File: src/rtl/mac_accum.sv
// mac_accum: sums groups of LEN signed 32-bit products from the multiplier into
// a saturating ACC_W-bit accumulator. Each completed dot-product is presented
// on a valid/ready output register. The input is never stalled, so a result
// that is overwritten before it is accepted raises a sticky overrun flag.
module mac_accum #(
  parameter int LEN   = 8,
  parameter int ACC_W = 40
) (
  input  logic                    clk,
  input  logic                    reset_n,
  input  logic                    clear,
  input  logic                    in_valid,
  input  logic signed [31:0]      in_data,
  output logic                    out_valid,
  output logic signed [ACC_W-1:0] out_data,
  output logic                    out_sat,
  input  logic                    out_ready,
  output logic                    overrun,
  output logic [15:0]             count
);

  localparam logic [0:0] S_IDLE = 1'b0;
  localparam logic [0:0] S_ACC  = 1'b1;

  logic [0:0]              state;
  logic signed [ACC_W-1:0] acc;
  logic                    sat_acc;

  logic signed [ACC_W-1:0] base;
  logic signed [ACC_W:0]   sum_wide;
  logic signed [ACC_W-1:0] sum_sat;
  logic                    sum_clamp;
  logic                    last;

  // An ACC_W+1 bit sum overflowed when its top two bits disagree.
  function automatic logic is_clamp(input logic signed [ACC_W:0] w);
    return w[ACC_W] != w[ACC_W-1];
  endfunction

  // Clamp an ACC_W+1 bit sum into the signed ACC_W-bit range.
  function automatic logic signed [ACC_W-1:0] sat_clamp(input logic signed [ACC_W:0] w);
    if (w[ACC_W] != w[ACC_W-1])
      return w[ACC_W] ? {1'b1, {(ACC_W-1){1'b0}}} : {1'b0, {(ACC_W-1){1'b1}}};
    return w[ACC_W-1:0];
  endfunction

  // A fresh group starts from zero regardless of whatever acc holds.
  assign base      = (state == S_IDLE) ? '0 : acc;
  assign sum_wide  = {base[ACC_W-1], base} + {{(ACC_W-31){in_data[31]}}, in_data};
  assign sum_sat   = sat_clamp(sum_wide);
  assign sum_clamp = is_clamp(sum_wide);
  assign last      = (count == 16'(LEN - 1));

  // Accumulator, product counter and group saturation tracking.
  always_ff @(posedge clk or negedge reset_n) begin
    if (!reset_n) begin
      state   <= S_IDLE;
      acc     <= '0;
      count   <= '0;
      sat_acc <= 1'b0;
    end else if (clear) begin
      state   <= S_IDLE;
      acc     <= '0;
      count   <= '0;
      sat_acc <= 1'b0;
    end else if (in_valid) begin
      if (last) begin
        state   <= S_IDLE;
        acc     <= '0;
        count   <= '0;
        sat_acc <= 1'b0;
      end else begin
        state   <= S_ACC;
        acc     <= sum_sat;
        count   <= count + 16'd1;
        sat_acc <= sat_acc | sum_clamp;
      end
    end
  end

  // Output result register with valid/ready handshake and sticky overrun.
  always_ff @(posedge clk or negedge reset_n) begin
    if (!reset_n) begin
      out_valid <= 1'b0;
      out_data  <= '0;
      out_sat   <= 1'b0;
      overrun   <= 1'b0;
    end else if (clear) begin
      out_valid <= 1'b0;
      out_data  <= '0;
      out_sat   <= 1'b0;
      overrun   <= 1'b0;
    end else if (in_valid && last) begin
      // A new result replaces the held one; losing an unaccepted one is an overrun.
      out_valid <= 1'b1;
      out_data  <= sum_sat;
      out_sat   <= sat_acc | sum_clamp;
      if (out_valid && !out_ready)
        overrun <= 1'b1;
    end else if (out_valid && out_ready) begin
      out_valid <= 1'b0;
    end
  end

endmodule

File: config.mk
export PLATFORM = sky130hd
export DESIGN_NAME = mac_accum
export DESIGN_NICKNAME = d
export VERILOG_FILES = /design/src/rtl/mac_accum.sv
export SDC_FILE = /design/constraint.sdc
export NUM_CORES = 1
export LEC_CHECK = 0
export ABC_AREA = 1
export BUFFER_PORTS_ARGS = -buffer_cell sky130_fd_sc_hd__buf_2
export CAP_MARGIN = 25
export CORE_MARGIN = 3
export CORE_UTILIZATION = 60
export CTS_CLUSTER_DIAMETER = 60
export CTS_CLUSTER_SIZE = 28
export DETAILED_ROUTE_END_ITERATION = 8
export PLACE_DENSITY = 0.82
export SLEW_MARGIN = 20
export SYNTH_ARGS = -nofsm -noshare
export SYNTH_HDL_FRONTEND = slang
export SYNTH_SLANG_ARGS = --single-unit
export TNS_END_PERCENT = 50
File: constraint.sdc
create_clock -name clk -period 4.7 [get_ports clk]
set_input_delay 0.705 -clock clk [delete_from_list [all_inputs] [get_ports clk]]
set_output_delay 0.705 -clock clk [all_outputs]
set_load 0.02 [all_outputs]
# [Word-level counts from Yosys, hierarchy flattened]
# Index checks and enable logic that the tools add are counted.
[word_totals] word_cells=49 output_inout_bits=59 reg_bits=101
[classes] reduce_logical=9 muxes=27 n_eq_ne=2 n_bitwise=1 n_addsub=2
[op_table] operator="40-bit 2-to-1 mux" count=9
[op_table] operator="16-bit 2-to-1 mux" count=3
[op_table] operator="40-bit by 32-bit adder with 41-bit output" count=1
[op_table] operator="16-bit by 1-bit adder with 16-bit output, second input constant" count=1
[op_table] operator="16-bit by 3-bit equality test with 1-bit output, second input constant" count=1
[op_table] operator="1-bit 2-to-1 mux" count=15
[op_table] operator="2-bit nonzero test" count=3
[op_table] operator="1-bit logical AND" count=3
[op_table] operator="3-bit nonzero test" count=1
[op_table] operator="2-bit AND reduction" count=1
[op_table] operator="1-bit zero test" count=1
[op_table] operator="1-bit inequality test" count=1
[op_table] operator="1-bit OR" count=1

# [Logic depth before layout (Yosys ltp)]
[depth] depth_word=8 ltp_mapped=22

# [Worst setup path before layout]
# Ideal clock, no wire load.
[synth_path] path_kind="reg2reg" startpoint="reg state" endpoint="reg out_sat" slack_ps=1974 synth_period_minus_slack_ps=2726 t_arrival_ps=2609 required_time_ps=4584 n_path_buf=3 path_stages_with_launch=22 path_cell_list="dfrtp_1 > clkbuf_1 > clkbuf_1 > nand2_1 > inv_1 > ha_1 > fa_1 > nand2_1 > nand2_1 > nand3_1 > nand2_1 > nand2_1 > nand3_2 > nand2_2 > nand2_2 > nand2_4 > nand2_4 > nand2_4 > buf_12 > nand3_1 > nand2_1 > nand2_1"
[synth_between] elab_chain_cells=6
[synth_rtl] item="start: declaration" line="25" text="logic [0:0] state;"
[synth_rtl] item="start signal: assignment" line="57" text="state <= S_IDLE;"
[synth_rtl] item="start signal: assignment" line="62" text="state <= S_IDLE;"
[synth_rtl] item="start signal: assignment" line="68" text="state <= S_IDLE;"
[synth_rtl] item="40-bit 2-to-1 mux" line="48" text="assign base = (state == S_IDLE) ? '0 : acc;"
[synth_rtl] item="40-bit by 32-bit adder with 41-bit output" line="49" text="assign sum_wide = {base[ACC_W-1], base} + {{(ACC_W-31){in_data[31]}}, in_data};"
[synth_rtl] item="1-bit inequality test" line="37" text="return w[ACC_W] != w[ACC_W-1];"
[synth_rtl] item="1-bit OR" line="97" text="out_sat <= sat_acc | sum_clamp;"
[synth_rtl] item="1-bit 2-to-1 mux" line="93" text="end else if (in_valid && last) begin"
[synth_rtl] item="1-bit 2-to-1 mux" line="88" text="end else if (clear) begin"
[synth_rtl] item="end signal: assignment" line="97"
[synth_rtl] item="end: declaration" line="16" text="output logic out_sat,"
# No other way between the ends. The select of a mux whose other input is x is not followed.
# A chain may end at the register's enable or synchronous reset.

# [Final worst setup path]
[layout_path] startpoint="reg state" endpoint="reg acc[35]"
[layout_between] elab_chain_cells=8 word_cells_on_any_way=10 classes_between="add/sub (1); eq/ne (1); mux (8)"
[layout_rtl] item="40-bit 2-to-1 mux (*)" line="48"
[layout_rtl] item="40-bit by 32-bit adder with 41-bit output (*)" line="49"
[layout_rtl] item="40-bit 2-to-1 mux / 1-bit inequality test (equally long branches)" line="43, 42"
[layout_rtl] item="40-bit 2-to-1 mux / 1-bit 2-to-1 mux (equally long branches)" line="42" text="if (w[ACC_W] != w[ACC_W-1])"
[layout_rtl] item="40-bit 2-to-1 mux (*)" line="44" text="return w[ACC_W-1:0];"
[layout_rtl] item="40-bit 2-to-1 mux (*)" line="67" text="if (last) begin"
[layout_rtl] item="40-bit 2-to-1 mux (*)" line="66" text="end else if (in_valid) begin"
[layout_rtl] item="40-bit 2-to-1 mux (*)" line="61" text="end else if (clear) begin"
[layout_rtl] item="end signal: assignment" line="74" text="acc <= sum_sat;"
[layout_rtl] item="end: declaration" line="26" text="logic signed [ACC_W-1:0] acc;"
# Mark *: on every way between the ends. The rest lies on a longest branch, timed or not. The select of a mux whose other input is x is not followed.

==> flow_summary_export.csv <==
group,metric,value,unit
pwr,switching_power,747,uW
clock_network,cts_resized,0,
timing,clock_skew,0.00696,ns
floorplan,dieArea,0.0143,mm^2
synthesis,synth_area,0.00776,mm^2
synthesis,ys_top_cells_by_area,"dfrtp_1 33%, nand2_1 23%, inv_1 6.7%, ha_1 6.6%, nand3_1 6.2%",
route,via_per_inst,5.56,
floorplan,std_cell_rows,40,
synthesis,synth-seq-cells,101,
placement,gp_congestion,0.986,
synthesis,synth_top_area_share,32.6,%
timing,max_slew_margin,54.9,%
cells_and_area,area_growth,11.6,%
floorplan,pin_count,96,
pwr,power_per_cell_area,259,mW/mm^2
timing,maxSlewViolCount,0,
clock_network,root_buffer,"clkbuf_16",
synthesis,synth_nets,1250,
pwr,p_leak,5.20,nW
setup_path,path_class,"register to register",
global_route,grt_pass1_wl,36600,um
route,wirelength,22500,um
setup_path,cp_slowest_cell,"nand2_4",
clock_network,numCtsBuffers,9,
worst_hold_path,hp-class,"input pin to asynchronous set/reset pin",
placement,hpwlAfterDp,17300,um
outcome,outcome,"finished clean",
setup_path,crit_start,"state",
setup_path,cpMostUsedCell,"nand2_1",
clock_network,cts_tree,"done",
timing,rsz0062_at_grt,"false",
setup_path,cp-start-kind,"register",
timing,tightest_slew,0.676,ns
route,num_vias,7919,
global_route,grt_usage,31.9,%
synthesis,avgSynthCellArea,6.62,um^2
pwr,intPower,1.49,mW
clock_network,clkLatencyLatePin,0.35,ns
global_route,grt_start_max_net_pins,56,
synthesis,synth_edf_count,0,
job,maxCapViolCount,0,
setup_path,crit_path_end_kind,"register",
clock_network,cts_buffer_depth,2,
synthesis,synth_top_area_cell,"dfrtp_1",
synthesis,async_flop_share,100,%
timing,hold_viol_final,0,
route,drt_iter0_drc,900,
global_route,grt_pass1_vias,7342,
floorplan,start_util,63.0,%
global_route,antenna_found_initial,0,
synthesis,yosysUniqueCellTypes,46,
pwr,seq_power_share,41.5,%
global_route,overflow,0,
clock_network,cts_sinks,101,
floorplan,fp.dieW,120,um
route,ant_nets,0,
pwr,combinationalPowerShare,24.2,%
timing,fin_crit_sh,78.2,%
cells_and_area,n_fill_cell,1112,
timing,tns,0,ns
clock_network,cts_hold_buf,0,
timing,finalCriticalPeriod,3.67,ns
setup_path,critPathMaxFanout,40,
cells_and_area,nets,1330,
clock_network,clkTransAtPathRegs,0.07,ns
setup_path,timing.rr.start,"state",
floorplan,die_h,120,um
route,drc,0,
timing,fmax,0.272,GHz
setup_path,max_stage_delay,0.48,ns
pwr,clkPwrFrac,34.4,%
pwr,switching_share,33.4,%
cells_and_area,layout-drive-gt1-share,13.1,%
cells_and_area,final_util,70.3,%
pwr,peakVddDrop,0.231,mV
cells_and_area,diodes,0,
route,drt_first_pass_iters,6,
floorplan,coreArea,0.0123,mm^2
placement,portBuffers,95,
synthesis,ys.flop_type,"dfrtp_1",
synthesis,seq_area_frac_synth,32.6,%
clock_network,post_cts_buffers,0,
synthesis,yosysWarnings,0,
synthesis,synthCells,1171,
setup_path,crit_chain,"buf_4 > nand2_1 > inv_1 > ha_1 > fa_1 > nand2_1 > nand2_1 > nand3_1 > nand2_1 > nand2_1 > nand3_2 > nand2_2 > nand2_2 > nand2_4 > nand2_4 > nand2_4 > nand3_1 > nand3_1 > nand2_1",
route,wl_per_cell,15.8,um
clock_network,cts.htree.levels,3,
timing,setup_viol,0,
setup_path,worstPathRequired,4.93,ns
setup_path,arrival,3.91,ns
==> path summary, 6_finish.rpt <==
kind | endpoint | slack [ns] | cells past startpoint
min reg2reg | out_data[30] | 0.48 | 2
min | out_data[5] | 0.40 | 1
max reg2reg | acc[35] | 1.03 | 19
min in group clk | out_data[30] | 0.48 | 2
max | acc[35] | 1.03 | 19
max in group asynchronous | acc[26] | 3.26 | 2
==> stage by stage <==
| stage | cell area [um^2] | power [mW] | hold slack (ns) | setup WS, ns | cells |
|---|---|---|---|---|---|
| 6_report | 8650 | 2.24 | 0.400 | 1.03 | 1424 |
| 5_1_grt | 8650 | 2.33 | 0.451 | 0.840 | 1424 |
| 4_1_cts | 8650 | 2.23 | 0.421 | 1.10 | 1424 |
| 3_5_place_dp | 8350 | 1.47 | 0.459 | 1.09 | 1408 |
| 3_3_place_gp | 8330 | 1.46 | 0.457 | 1.09 | 1407 |
| 2_1_floorplan | 7760 | 1.32 | 0.409 | 1.97 | 1171 |
==> power groups by stage <==
stage	Combinational [mW]	Sequential, mW	Clock (mW)
floorplan	0.377	0.939	0
global placement	0.521	0.943	0
detailed placement	0.524	0.944	0
CTS	0.529	0.927	0.771
global route	0.597	0.932	0.804
finish	0.541	0.928	0.769
==> Yosys cell counts (9+ instances only) <==
library cell / number
nand2_1: 473
a21oi_1: 42
xnor2_1: 16
inv_1: 139
nand2_2: 11
nand4_1: 10
buf_2: 9
ha_1: 41
nand3_1: 96
nor2_1: 85
clkbuf_1: 16
xor2_1: 10
dfrtp_1: 101
o21ai_0: 27
==> layout make-up <==
| cell class | count | area [um^2] | area share [%] |
|---|---|---|---|
| multi-input cells | 896 | 4520 | 52.3 |
| flip-flops and latches | 101 | 2530 | 29.2 |
| repair buffers | 103 | 558 | 6.45 |
| inverters | 140 | 526 | 6.07 |
| clock buffers | 9 | 225 | 2.60 |
| well taps | 168 | 210 | 2.43 |
| clock inverters | 7 | 83.8 | 0.969 |
==> placed cells by master (no fill, tap or decap), drive strengths merged <==
master / Yosys / final
a21boi: 1 / 1
a21o: 6 / 6
a21oi: 52 / 52
a22o: 1 / 1
a31oi: 3 / 3
a32o: 2 / 2
and2: 1 / 1
and3: 1 / 1
buf: 15 / 103
bufinv: 0 / 1
clkbuf: 16 / 9
clkinv: 0 / 3
clkinvlp: 0 / 1
dfrtp: 101 / 101
fa: 1 / 1
ha: 41 / 41
inv: 140 / 142
nand2: 488 / 488
nand3: 100 / 100
nand3b: 7 / 7
nand4: 10 / 10
nor2: 94 / 94
nor3: 8 / 8
nor3b: 1 / 1
nor4: 5 / 5
o211ai: 1 / 1
o21a: 3 / 3
o21ai: 29 / 29
o21bai: 5 / 5
o22ai: 5 / 5
o32ai: 2 / 2
or2: 3 / 3
xnor2: 16 / 16
xor2: 10 / 10
==> worst max-delay path: cells and delay by family, from the launching register on <==
family	cells	cell delay, ns
adders and majority gates	2	0.71
and+or+nand+nor	15	2.13
buffers and inverters	2	0.31
DFF	1	0.38
==> cells by family (layout without fill, tap and decap cells) <==
| family | Yosys count | in the layout | synth area share (%) |
|---|---|---|---|
| simple gates | 718 | 718 | 39.0 |
| flops | 101 | 101 | 32.6 |
| buf+inv | 174 | 259 | 9.24 |
| compound gates | 110 | 110 | 9.32 |
| fa+ha+maj | 42 | 42 | 6.87 |
| xor+xnor | 26 | 26 | 2.94 |
==> state kept, by name (all words and copies together), names as in the netlist <==
| register | flops |
|---|---|
| out_data | 40 |
| overrun | 1 |
| sat_acc | 1 |
| count | 16 |
| out_sat | 1 |
| out_valid | 1 |
| state | 1 |
| acc | 40 |
==> routing by layer <==
layer	vias to the layer above	track usage, %	share of wire, %
met5	-	0	0
met2	346	48.2	43
met1	3679	48.4	46
met4	0	6.73	1.9
met3	37	5.47	9.0
li1	3857	-	-
(Power assumes the default switching activity.)
